## src/rtl/svc_axil_pkg.sv

```systemverilog
// rtl/svc_axil_pkg.sv - shared AXI-Lite response codes and bus-error pattern
package svc_axil_pkg;

    typedef enum logic [1:0] {
        AXIL_RESP_OKAY   = 2'b00,
        AXIL_RESP_EXOKAY = 2'b01,
        AXIL_RESP_SLVERR = 2'b10,
        AXIL_RESP_DECERR = 2'b11
    } axil_resp_e;

    localparam logic [31:0] AXIL_BUS_ERR_PATTERN = 32'hADD1EBAD;

    // Number of byte-offset address bits below the word index.
    function automatic int unsigned axil_addr_lsb(input int unsigned data_width);
        return $clog2(data_width / 8);
    endfunction

endpackage

```

## src/rtl/svc_axil_regfile_wr.sv

```systemverilog
// rtl/svc_axil_regfile_wr.sv - AW/W holding slots, register storage and B channel
module svc_axil_regfile_wr
    import svc_axil_pkg::*;
#(
    parameter int                  AW       = 8,
    parameter int                  DW       = 32,
    parameter int                  NUM_REGS = 8,
    parameter logic [NUM_REGS-1:0] RO_MASK  = '0
) (
    input  logic                         clk,
    input  logic                         rst_n,
    input  logic                         s_axil_awvalid,
    input  logic [AW-1:0]                s_axil_awaddr,
    output logic                         s_axil_awready,
    input  logic                         s_axil_wvalid,
    input  logic [DW-1:0]                s_axil_wdata,
    input  logic [DW/8-1:0]              s_axil_wstrb,
    output logic                         s_axil_wready,
    output logic                         s_axil_bvalid,
    output logic [1:0]                   s_axil_bresp,
    input  logic                         s_axil_bready,
    output logic [NUM_REGS-1:0][DW-1:0]  regs,
    output logic [NUM_REGS-1:0]          wr_pulse
);
    localparam int STRBW    = DW / 8;
    localparam int ADDR_LSB = axil_addr_lsb(DW);
    localparam int IDXW     = AW - ADDR_LSB;
    localparam int SELW     = (NUM_REGS > 1) ? $clog2(NUM_REGS) : 1;

    logic                        aw_full_q, aw_full_d;
    logic [IDXW-1:0]             aw_idx_q, aw_idx_d;
    logic                        w_full_q, w_full_d;
    logic [DW-1:0]               w_data_q, w_data_d;
    logic [STRBW-1:0]            w_strb_q, w_strb_d;
    logic                        bvalid_q, bvalid_d;
    axil_resp_e                  bresp_q, bresp_d;
    logic [NUM_REGS-1:0][DW-1:0] regs_q, regs_d;
    logic [NUM_REGS-1:0]         wr_pulse_q, wr_pulse_d;

    logic            do_write, aw_hs, w_hs, in_range, wr_ok;
    logic [SELW-1:0] sel;

    if (ADDR_LSB > 0) begin : g_unused_lsb
        logic unused_awaddr_lsb;
        assign unused_awaddr_lsb = ^s_axil_awaddr[ADDR_LSB-1:0];
    end

    assign sel      = aw_idx_q[SELW-1:0];
    assign in_range = (32'(aw_idx_q) < 32'(NUM_REGS));
    assign wr_ok    = in_range && !RO_MASK[sel];

    // A pending B response blocks the next write unless it retires this cycle.
    assign do_write       = aw_full_q && w_full_q && (!bvalid_q || s_axil_bready);
    assign s_axil_awready = !aw_full_q || do_write;
    assign s_axil_wready  = !w_full_q || do_write;
    assign aw_hs          = s_axil_awvalid && s_axil_awready;
    assign w_hs           = s_axil_wvalid && s_axil_wready;

    always_comb begin
        aw_full_d  = aw_full_q;
        aw_idx_d   = aw_idx_q;
        w_full_d   = w_full_q;
        w_data_d   = w_data_q;
        w_strb_d   = w_strb_q;
        bvalid_d   = bvalid_q;
        bresp_d    = bresp_q;
        regs_d     = regs_q;
        wr_pulse_d = '0;
        if (do_write) begin
            aw_full_d = 1'b0;
            w_full_d  = 1'b0;
            bvalid_d  = 1'b1;
            bresp_d   = wr_ok ? AXIL_RESP_OKAY : AXIL_RESP_SLVERR;
            if (wr_ok) begin
                wr_pulse_d[sel] = 1'b1;
                for (int b = 0; b < STRBW; b++) begin
                    if (w_strb_q[b]) begin
                        regs_d[sel][8*b +: 8] = w_data_q[8*b +: 8];
                    end
                end
            end
        end else if (s_axil_bready) begin
            bvalid_d = 1'b0;
        end
        if (aw_hs) begin
            aw_full_d = 1'b1;
            aw_idx_d  = s_axil_awaddr[AW-1:ADDR_LSB];
        end
        if (w_hs) begin
            w_full_d = 1'b1;
            w_data_d = s_axil_wdata;
            w_strb_d = s_axil_wstrb;
        end
    end

    always_ff @(posedge clk) begin
        if (!rst_n) begin
            aw_full_q  <= 1'b0;
            aw_idx_q   <= '0;
            w_full_q   <= 1'b0;
            w_data_q   <= '0;
            w_strb_q   <= '0;
            bvalid_q   <= 1'b0;
            bresp_q    <= AXIL_RESP_OKAY;
            regs_q     <= '0;
            wr_pulse_q <= '0;
        end else begin
            aw_full_q  <= aw_full_d;
            aw_idx_q   <= aw_idx_d;
            w_full_q   <= w_full_d;
            w_data_q   <= w_data_d;
            w_strb_q   <= w_strb_d;
            bvalid_q   <= bvalid_d;
            bresp_q    <= bresp_d;
            regs_q     <= regs_d;
            wr_pulse_q <= wr_pulse_d;
        end
    end

    assign s_axil_bvalid = bvalid_q;
    assign s_axil_bresp  = bresp_q;
    assign regs          = regs_q;
    assign wr_pulse      = wr_pulse_q;

endmodule

```

## src/rtl/svc_axil_regfile.sv

```systemverilog
// rtl/svc_axil_regfile.sv - AXI-Lite register file with read-only status slots
module svc_axil_regfile
    import svc_axil_pkg::*;
#(
    parameter int                  AXIL_ADDR_WIDTH = 8,
    parameter int                  AXIL_DATA_WIDTH = 32,
    parameter int                  NUM_REGS        = 8,
    parameter logic [NUM_REGS-1:0] RO_MASK         = '0
) (
    input  logic                                      clk,
    input  logic                                      rst_n,
    input  logic                                      s_axil_awvalid,
    input  logic [AXIL_ADDR_WIDTH-1:0]                s_axil_awaddr,
    output logic                                      s_axil_awready,
    input  logic                                      s_axil_wvalid,
    input  logic [AXIL_DATA_WIDTH-1:0]                s_axil_wdata,
    input  logic [AXIL_DATA_WIDTH/8-1:0]              s_axil_wstrb,
    output logic                                      s_axil_wready,
    output logic                                      s_axil_bvalid,
    output logic [1:0]                                s_axil_bresp,
    input  logic                                      s_axil_bready,
    input  logic                                      s_axil_arvalid,
    input  logic [AXIL_ADDR_WIDTH-1:0]                s_axil_araddr,
    output logic                                      s_axil_arready,
    output logic                                      s_axil_rvalid,
    output logic [AXIL_DATA_WIDTH-1:0]                s_axil_rdata,
    output logic [1:0]                                s_axil_rresp,
    input  logic                                      s_axil_rready,
    output logic [NUM_REGS-1:0][AXIL_DATA_WIDTH-1:0]  regs,
    input  logic [NUM_REGS-1:0][AXIL_DATA_WIDTH-1:0]  ro_val,
    output logic [NUM_REGS-1:0]                       wr_pulse
);
    localparam int AW       = AXIL_ADDR_WIDTH;
    localparam int DW       = AXIL_DATA_WIDTH;
    localparam int ADDR_LSB = axil_addr_lsb(DW);
    localparam int IDXW     = AW - ADDR_LSB;
    localparam int SELW     = (NUM_REGS > 1) ? $clog2(NUM_REGS) : 1;

    svc_axil_regfile_wr #(
        .AW       (AW),
        .DW       (DW),
        .NUM_REGS (NUM_REGS),
        .RO_MASK  (RO_MASK)
    ) u_wr (
        .clk            (clk),
        .rst_n          (rst_n),
        .s_axil_awvalid (s_axil_awvalid),
        .s_axil_awaddr  (s_axil_awaddr),
        .s_axil_awready (s_axil_awready),
        .s_axil_wvalid  (s_axil_wvalid),
        .s_axil_wdata   (s_axil_wdata),
        .s_axil_wstrb   (s_axil_wstrb),
        .s_axil_wready  (s_axil_wready),
        .s_axil_bvalid  (s_axil_bvalid),
        .s_axil_bresp   (s_axil_bresp),
        .s_axil_bready  (s_axil_bready),
        .regs           (regs),
        .wr_pulse       (wr_pulse)
    );

    logic            rvalid_q;
    logic [DW-1:0]   rdata_q, rdata_d;
    axil_resp_e      rresp_q, rresp_d;
    logic [IDXW-1:0] ar_idx;
    logic [SELW-1:0] ar_sel;
    logic            ar_in_range, ar_hs;

    if (ADDR_LSB > 0) begin : g_unused_lsb
        logic unused_araddr_lsb;
        assign unused_araddr_lsb = ^s_axil_araddr[ADDR_LSB-1:0];
    end

    assign ar_idx         = s_axil_araddr[AW-1:ADDR_LSB];
    assign ar_sel         = ar_idx[SELW-1:0];
    assign ar_in_range    = (32'(ar_idx) < 32'(NUM_REGS));
    assign s_axil_arready = !rvalid_q || s_axil_rready;
    assign ar_hs          = s_axil_arvalid && s_axil_arready;

    // Sampling the register outputs here gives the pre-write value on a same-cycle collision.
    always_comb begin
        rdata_d = regs[ar_sel];
        rresp_d = AXIL_RESP_OKAY;
        if (!ar_in_range) begin
            rdata_d = DW'(AXIL_BUS_ERR_PATTERN);
            rresp_d = AXIL_RESP_SLVERR;
        end else if (RO_MASK[ar_sel]) begin
            rdata_d = ro_val[ar_sel];
        end
    end

    always_ff @(posedge clk) begin
        if (!rst_n) begin
            rvalid_q <= 1'b0;
            rdata_q  <= '0;
            rresp_q  <= AXIL_RESP_OKAY;
        end else if (ar_hs) begin
            rvalid_q <= 1'b1;
            rdata_q  <= rdata_d;
            rresp_q  <= rresp_d;
        end else if (s_axil_rready) begin
            rvalid_q <= 1'b0;
        end
    end

    assign s_axil_rvalid = rvalid_q;
    assign s_axil_rdata  = rdata_q;
    assign s_axil_rresp  = rresp_q;

endmodule

```

## config.mk

```make
export PLATFORM = sky130hd
export DESIGN_NAME = svc_axil_regfile
export DESIGN_NICKNAME = d
export VERILOG_FILES = /design/src/rtl/svc_axil_pkg.sv /design/src/rtl/svc_axil_regfile_wr.sv /design/src/rtl/svc_axil_regfile.sv
export SDC_FILE = /design/constraint.sdc
export NUM_CORES = 1
export LEC_CHECK = 0
export BUFFER_PORTS_ARGS = -buffer_cell sky130_fd_sc_hd__buf_2
export CAP_MARGIN = 40
export CORE_AREA = 2 2 240 242
export CTS_CLUSTER_DIAMETER = 60
export CTS_CLUSTER_SIZE = 10
export DETAILED_ROUTE_END_ITERATION = 12
export DIE_AREA = 0 0 242 244
export HOLD_SLACK_MARGIN = 0.12
export PLACE_DENSITY = 0.49
export SLEW_MARGIN = 20
export SYNTH_ARGS = -nofsm -noshare
export SYNTH_HDL_FRONTEND = slang
export SYNTH_SLANG_ARGS = --single-unit
```

## constraint.sdc

```tcl
create_clock -name clk -period 1.9 [get_ports clk]
set_clock_uncertainty 0.1 [all_clocks]
set_input_delay 0.19 -clock clk [delete_from_list [all_inputs] [get_ports clk]]
set_output_delay 0.19 -clock clk [all_outputs]
set_load 0.005 [all_outputs]
```

======== Word-level counts from Yosys, hierarchy flattened ========
Memories as Yosys holds them, arrays and structs flattened. A register that Yosys moved wholly into a read port is not among the register bits.
Index checks and enable logic that the tools add are counted.
storage, ports and cells
  bits in registers ....................... 346
  memory bits (read-only) ................. 16
  bits of input ports ..................... 315
  memories kept ........................... 2
memory list
  memory           depth  bits a word  read ports  clocked after Yosys merged registers in  write ports  line                       text
  (no name shown)  8      1            1           1                                        0            svc_axil_regfile_wr.sv:50  assign wr_ok = in_range && !RO_MASK[sel];
  (no name shown)  8      1            1           0                                        0            svc_axil_regfile.sv:86     end else if (RO_MASK[ar_sel]) begin
cells by class
  order comparisons ....................... 5
  mux-type cells .......................... 43
  reductions and logical operators ........ 22
operators by type and width
  operator              number
  $mux W256             10
  $bwmux W256           4
  $demux W32 S3         4
  $bmux W32 S3          2
  $mux W32              5
  $mux W24              1
  $mux W16              1
  $lt A6 B4 Y1 const B  2
  $mux W1               10
  $lt A3 B4 Y1 const B  2
  $mux W8               1
  $reduce_bool A2 Y1    4
  $logic_and A1 B1 Y1   7
  $mux W3               2
  $logic_not A1 Y1      5
  $logic_or A1 B1 Y1    4
  $mux W2               2
  $demux W1 S3          1
  $ge A3 B1 Y1 const B  1
  $reduce_and A3 Y1     1
  $reduce_and A2 Y1     1

======== Longest topological paths before layout ========
  word-level depth ........................ 18
  depth in mapped cells ................... 8
  gate-level depth less buffers ........... 5

======== Cells and area by module ========
From an unflattened synthesis, not the netlist that was laid out.
second synthesis, totals
  cells, all modules ...................... 1336
  area, all modules ....................... 14206.1 um^2
modules (own cells, without submodules)
  module               times used  cells an instance  area an instance (um^2)  sequential area each (um^2)
  svc_axil_regfile_wr  1           1075               11230.8                  6206.0
  svc_axil_regfile     1           261                2975.4                   680.7

======== Least setup slack after synthesis ========
Ideal clock, no wire load.
  path kind ............................... register to register
  from .................................... reg u_wr.aw_full_q
  to ...................................... reg u_wr.regs_q (netlist bit u_wr.regs[104])
  arrival ................................. 1.444 ns
  setup slack ............................. 0.283 ns
  stages on the path, launching flop included .. 6
  cells stage by stage .................... dfxtp_1 and2_4 buf_8 nand3_4 nor2_8 mux2i_1
on the way
  word-level cells in the longest chain between the ends .. 3
ends and longest elaborated chain
  element                           line                        text
  from (decl)                       svc_axil_regfile_wr.sv:30   logic aw_full_q, aw_full_d;
  from (signal assigned)            svc_axil_regfile_wr.sv:108  aw_full_q <= aw_full_d;
  $logic_and A1 B1 Y1 (2 in a row)  svc_axil_regfile_wr.sv:53   assign do_write = aw_full_q && w_full_q && (!bvalid_q || s_axil_bready);
  $reduce_and A2 Y1 (no line)       -
  to (signal assigned)              svc_axil_regfile_wr.sv:115  regs_q <= regs_d;
  to (decl)                         svc_axil_regfile_wr.sv:37   logic [NUM_REGS-1:0][DW-1:0] regs_q, regs_d;
Every way passes these cells.
A chain may end at the register's enable or synchronous reset.

======== Worst setup path in the final report ========
  from .................................... reg u_wr.aw_idx_q[4]
  to ...................................... reg u_wr.regs_q (netlist bit u_wr.regs[201])
on the way
  word-level cells in the longest chain between the ends .. 3
ends and longest elaborated chain
  element                      line                        text
  from (decl)                  svc_axil_regfile_wr.sv:31   logic [IDXW-1:0] aw_idx_q, aw_idx_d;
  from (signal assigned)       svc_axil_regfile_wr.sv:109  aw_idx_q <= aw_idx_d;
  $lt A6 B4 Y1                 svc_axil_regfile_wr.sv:49   assign in_range = (32'(aw_idx_q) < 32'(NUM_REGS));
  $logic_and A1 B1 Y1          svc_axil_regfile_wr.sv:50
  $reduce_and A2 Y1 (no line)  -
Every way passes these cells.

==> metrics.cfg <==
[sta]
drv_slew=0
slew_headroom_pct=66.5
period_minus_slack_ns=1.82
finalCritPeriodShare_pct=95.8
worstMarginPinSlew_ns=0.502
rsz0062_at_grt=no
final.setup.tns_ns=0
hold_viol=0
fmax_ghz=0.549
setup_violations=0

[run_status]
outcome=completed

[setup_path]
start_kind=register
crit_arrival_ns=2.20
reg2reg_from=u_wr.aw_idx_q[4]$_SDFFE_PN0P_
path_max_fanout=8
r2r_slack_ns=0.08
cp-startpoint=u_wr.aw_idx_q[4]$_SDFFE_PN0P_
path_class=register to register
cpPeakStageDelay_ns=0.45
cp-end-kind=register
crit_chain=nor3b_4, nand3_4, buf_12, nor2_8, mux2i_1
crit_path_end=u_wr.regs[201]$_SDFFE_PN0P_
r2r_end=u_wr.regs[201]$_SDFFE_PN0P_
critPathSlowestCell=dfxtp_1
r2r_cells=5
required_ns=2.28

[yosys]
async_flop_share_pct=0
postSynthAreaPerCell_sq_um=10.8
synth_edf_count=0
synth_top_area_share_pct=46.4
yosys_register_bits=344
yosysWarnings=0
yosys.cell_types.count=43
netlist_area_sq_um=14800
synthCells=1378
yosys-top-cells-area=dfxtp_1 (46%), mux2i_1 (19%), mux4_2 (7.9%)
synth.largest_area_cell=dfxtp_1
synth_seq_area_share_pct=46.4
synthFlopType=dfxtp_1

[route]
first_iter_violations=717
drc_errors=0
drtAntennaViolNets=0
dr.pass1.iters=5
vias_per_cell=4.75
routedWlPerCell_um=22.2
vias=12400
wl_mm=58.2

[floorplan]
die_area_sq_um=59000
initial_core_util_pct=26.4
ios=620
die_h_um=244
core.rowCount=87
coreArea_sq_um=56200
dieWidth_um=242

[clock_network]
insertion_delay_ns=0.55
cts_sinks=344
cts_root_buf=clkbuf_16
cts-htree-levels=2
clk_path_buf_depth=3
clk_pin_slew_ns=0.05
cts_tree=done
numCtsBuffers=43

[power]
leakage_uw=0.00881
max-vdd-ir-drop_mv=0.507
cellPowerDensity_nw_per_um2=787

[global_route]
grt_overflow=0
grt_usage_pct=19.2
antenna_found_initial=0
grt_start_max_net_pins=58
grt_first_pass_wirelength_mm=84.9
grt_pass1_vias=12500

[final_layout]
drive_above_1_share_pct=33.7
seq_area_sq_um=6890
n_fill_cell=5707
multi_input_area_sq_um=7580
n_antenna_cell=0
mostFrequentLayoutCells=buf_2 (353), dfxtp_1 (340), nand2_1 (303), mux2i_1 (280), o21ai_0 (63)
layout_commonest_cell=buf_2
layout.nets=2168
stdcell_count=2618
syn_to_final_growth_pct=37.5

[placed_design]
dpl.hpwl_mm=40.6
gp_congestion=0.794
dp.cells=2469
io_buffers=357

[min_path]
hold_path_class=input port to register

[run]
drv_cap=0

## cells by family after synthesis
group	synth area share (%)
buffers and inverters	2.79
AND/OR/NAND/NOR	16.6
other	0.0253
flip-flops	46.4
multiplexers	26.8
AO/OA/AOI/OAI	7.30
## power by group
group | leakage [uW] | internal, uW | switching (uW)
registers | 0.00279 | 7320 | 72.6
clock network | 0.000593 | 4340 | 3050
logic | 0.00543 | 506 | 755
total | 0.00881 | 12200 | 3870
## routing by layer
metal  vias to the layer above  share of wire [%]  global-route usage (%)
met5                         -                  0                       0
met1                      6137                 47                    26.5
met3                        75                7.9                    5.44
li1                       5802                  -                       -
met2                       425                 43                    29.5
met4                         0                2.0                    4.99
## how the worst min path moves through the flow
| stage | from | end | slack [ns] | cells past startpoint |
|---|---|---|---|---|
| final | s_axil_araddr[4] | s_axil_rdata[10]$_SDFFE_PN0P_ | 0.18 | 4 |
| after global routing | s_axil_araddr[4] | s_axil_rdata[12]$_SDFFE_PN0P_ | 0.18 | 4 |
| after CTS | s_axil_araddr[4] | s_axil_rdata[6]$_SDFFE_PN0P_ | 0.15 | 4 |
| after detailed placement | s_axil_wstrb[2] | u_wr.w_strb_q[2]$_SDFFE_PN0P_ | 0.36 | 3 |
| after global placement | s_axil_rdata[10]$_SDFFE_PN0P_ | s_axil_rdata[10]$_SDFFE_PN0P_ | 0.35 | 2 |
| after floorplan | s_axil_arvalid | s_axil_rvalid$_SDFFE_PN0P_ | 0.23 | 2 |
## timing repair
item,in CTS,in global routing
gates cloned,1,0
buffers inserted,17,26
hold buffers,52,0
hold endpoints to repair,156,0
pin swaps,9,11
endpoints found under the setup margin,69,130
resized for setup,9,5
## critical path: cells and delay by family, from the launching register on
family | cells | cell delay [ns]
buffers and inverters | 1 | 0.17
DFF | 1 | 0.45
muxes | 1 | 0.23
and+or+nand+nor | 3 | 0.78
## cell type report
cell class                      count  area share (%)
Sequential cell                   344            33.8
Clock buffer                       48            5.58
Multi-Input combinational cell    943            37.2
Clock inverter                      6           0.344
Timing Repair Buffer              515            18.3
Inverter                            6           0.123
Tap cell                          756            4.64
## synthesized netlist by cell type, types with 2 or more instances
| cell | instances |
|---|---|
| a21boi_0 | 54 |
| a21boi_1 | 3 |
| a22oi_1 | 12 |
| and2_1 | 3 |
| buf_1 | 3 |
| buf_2 | 7 |
| buf_4 | 7 |
| buf_6 | 3 |
| clkbuf_1 | 65 |
| dfxtp_1 | 344 |
| inv_1 | 4 |
| inv_2 | 2 |
| mux2i_1 | 280 |
| mux4_2 | 52 |
| nand2_1 | 303 |
| nand2_2 | 2 |
| nand2_4 | 2 |
| nand2b_1 | 4 |
| nand3_1 | 42 |
| nand3_4 | 8 |
| nand4b_1 | 3 |
| nor2_1 | 27 |
| nor2_8 | 32 |
| nor2b_1 | 2 |
| nor3_1 | 4 |
| o211ai_1 | 12 |
| o21ai_0 | 63 |
| o22ai_1 | 20 |
## per-stage QoR
stage / instance area [sq um] / hold WS [ns] / total power [uW] / utilization (%) / worst slack, ns
2_1_floorplan: 14800 / 0.229 / 8120 / - / 0.283
3_3_place_gp: 18000 / 0.348 / 8650 / 32.0 / -0.0196
3_5_place_dp: 18000 / 0.358 / 8660 / 32.0 / -0.0728
4_1_cts: 20000 / 0.149 / 16200 / 35.6 / -0.0113
5_1_grt: 20400 / 0.182 / 16600 / 36.3 / 0.000773
6_report: 20400 / 0.181 / 16000 / 36.3 / 0.0797
## flip-flops by register name, summed over array words and instances, names as in the netlist
name                flops
u_wr.regs             256
s_axil_rdata           32
u_wr.w_data_q          32
u_wr.wr_pulse           8
u_wr.aw_idx_q           6
u_wr.w_strb_q           4
s_axil_rresp            1
s_axil_rvalid           1
u_wr.aw_full_q          1
u_wr.s_axil_bresp       1
u_wr.s_axil_bvalid      1
u_wr.w_full_q           1
No activity file was read; power rests on OpenSTA's default activity.
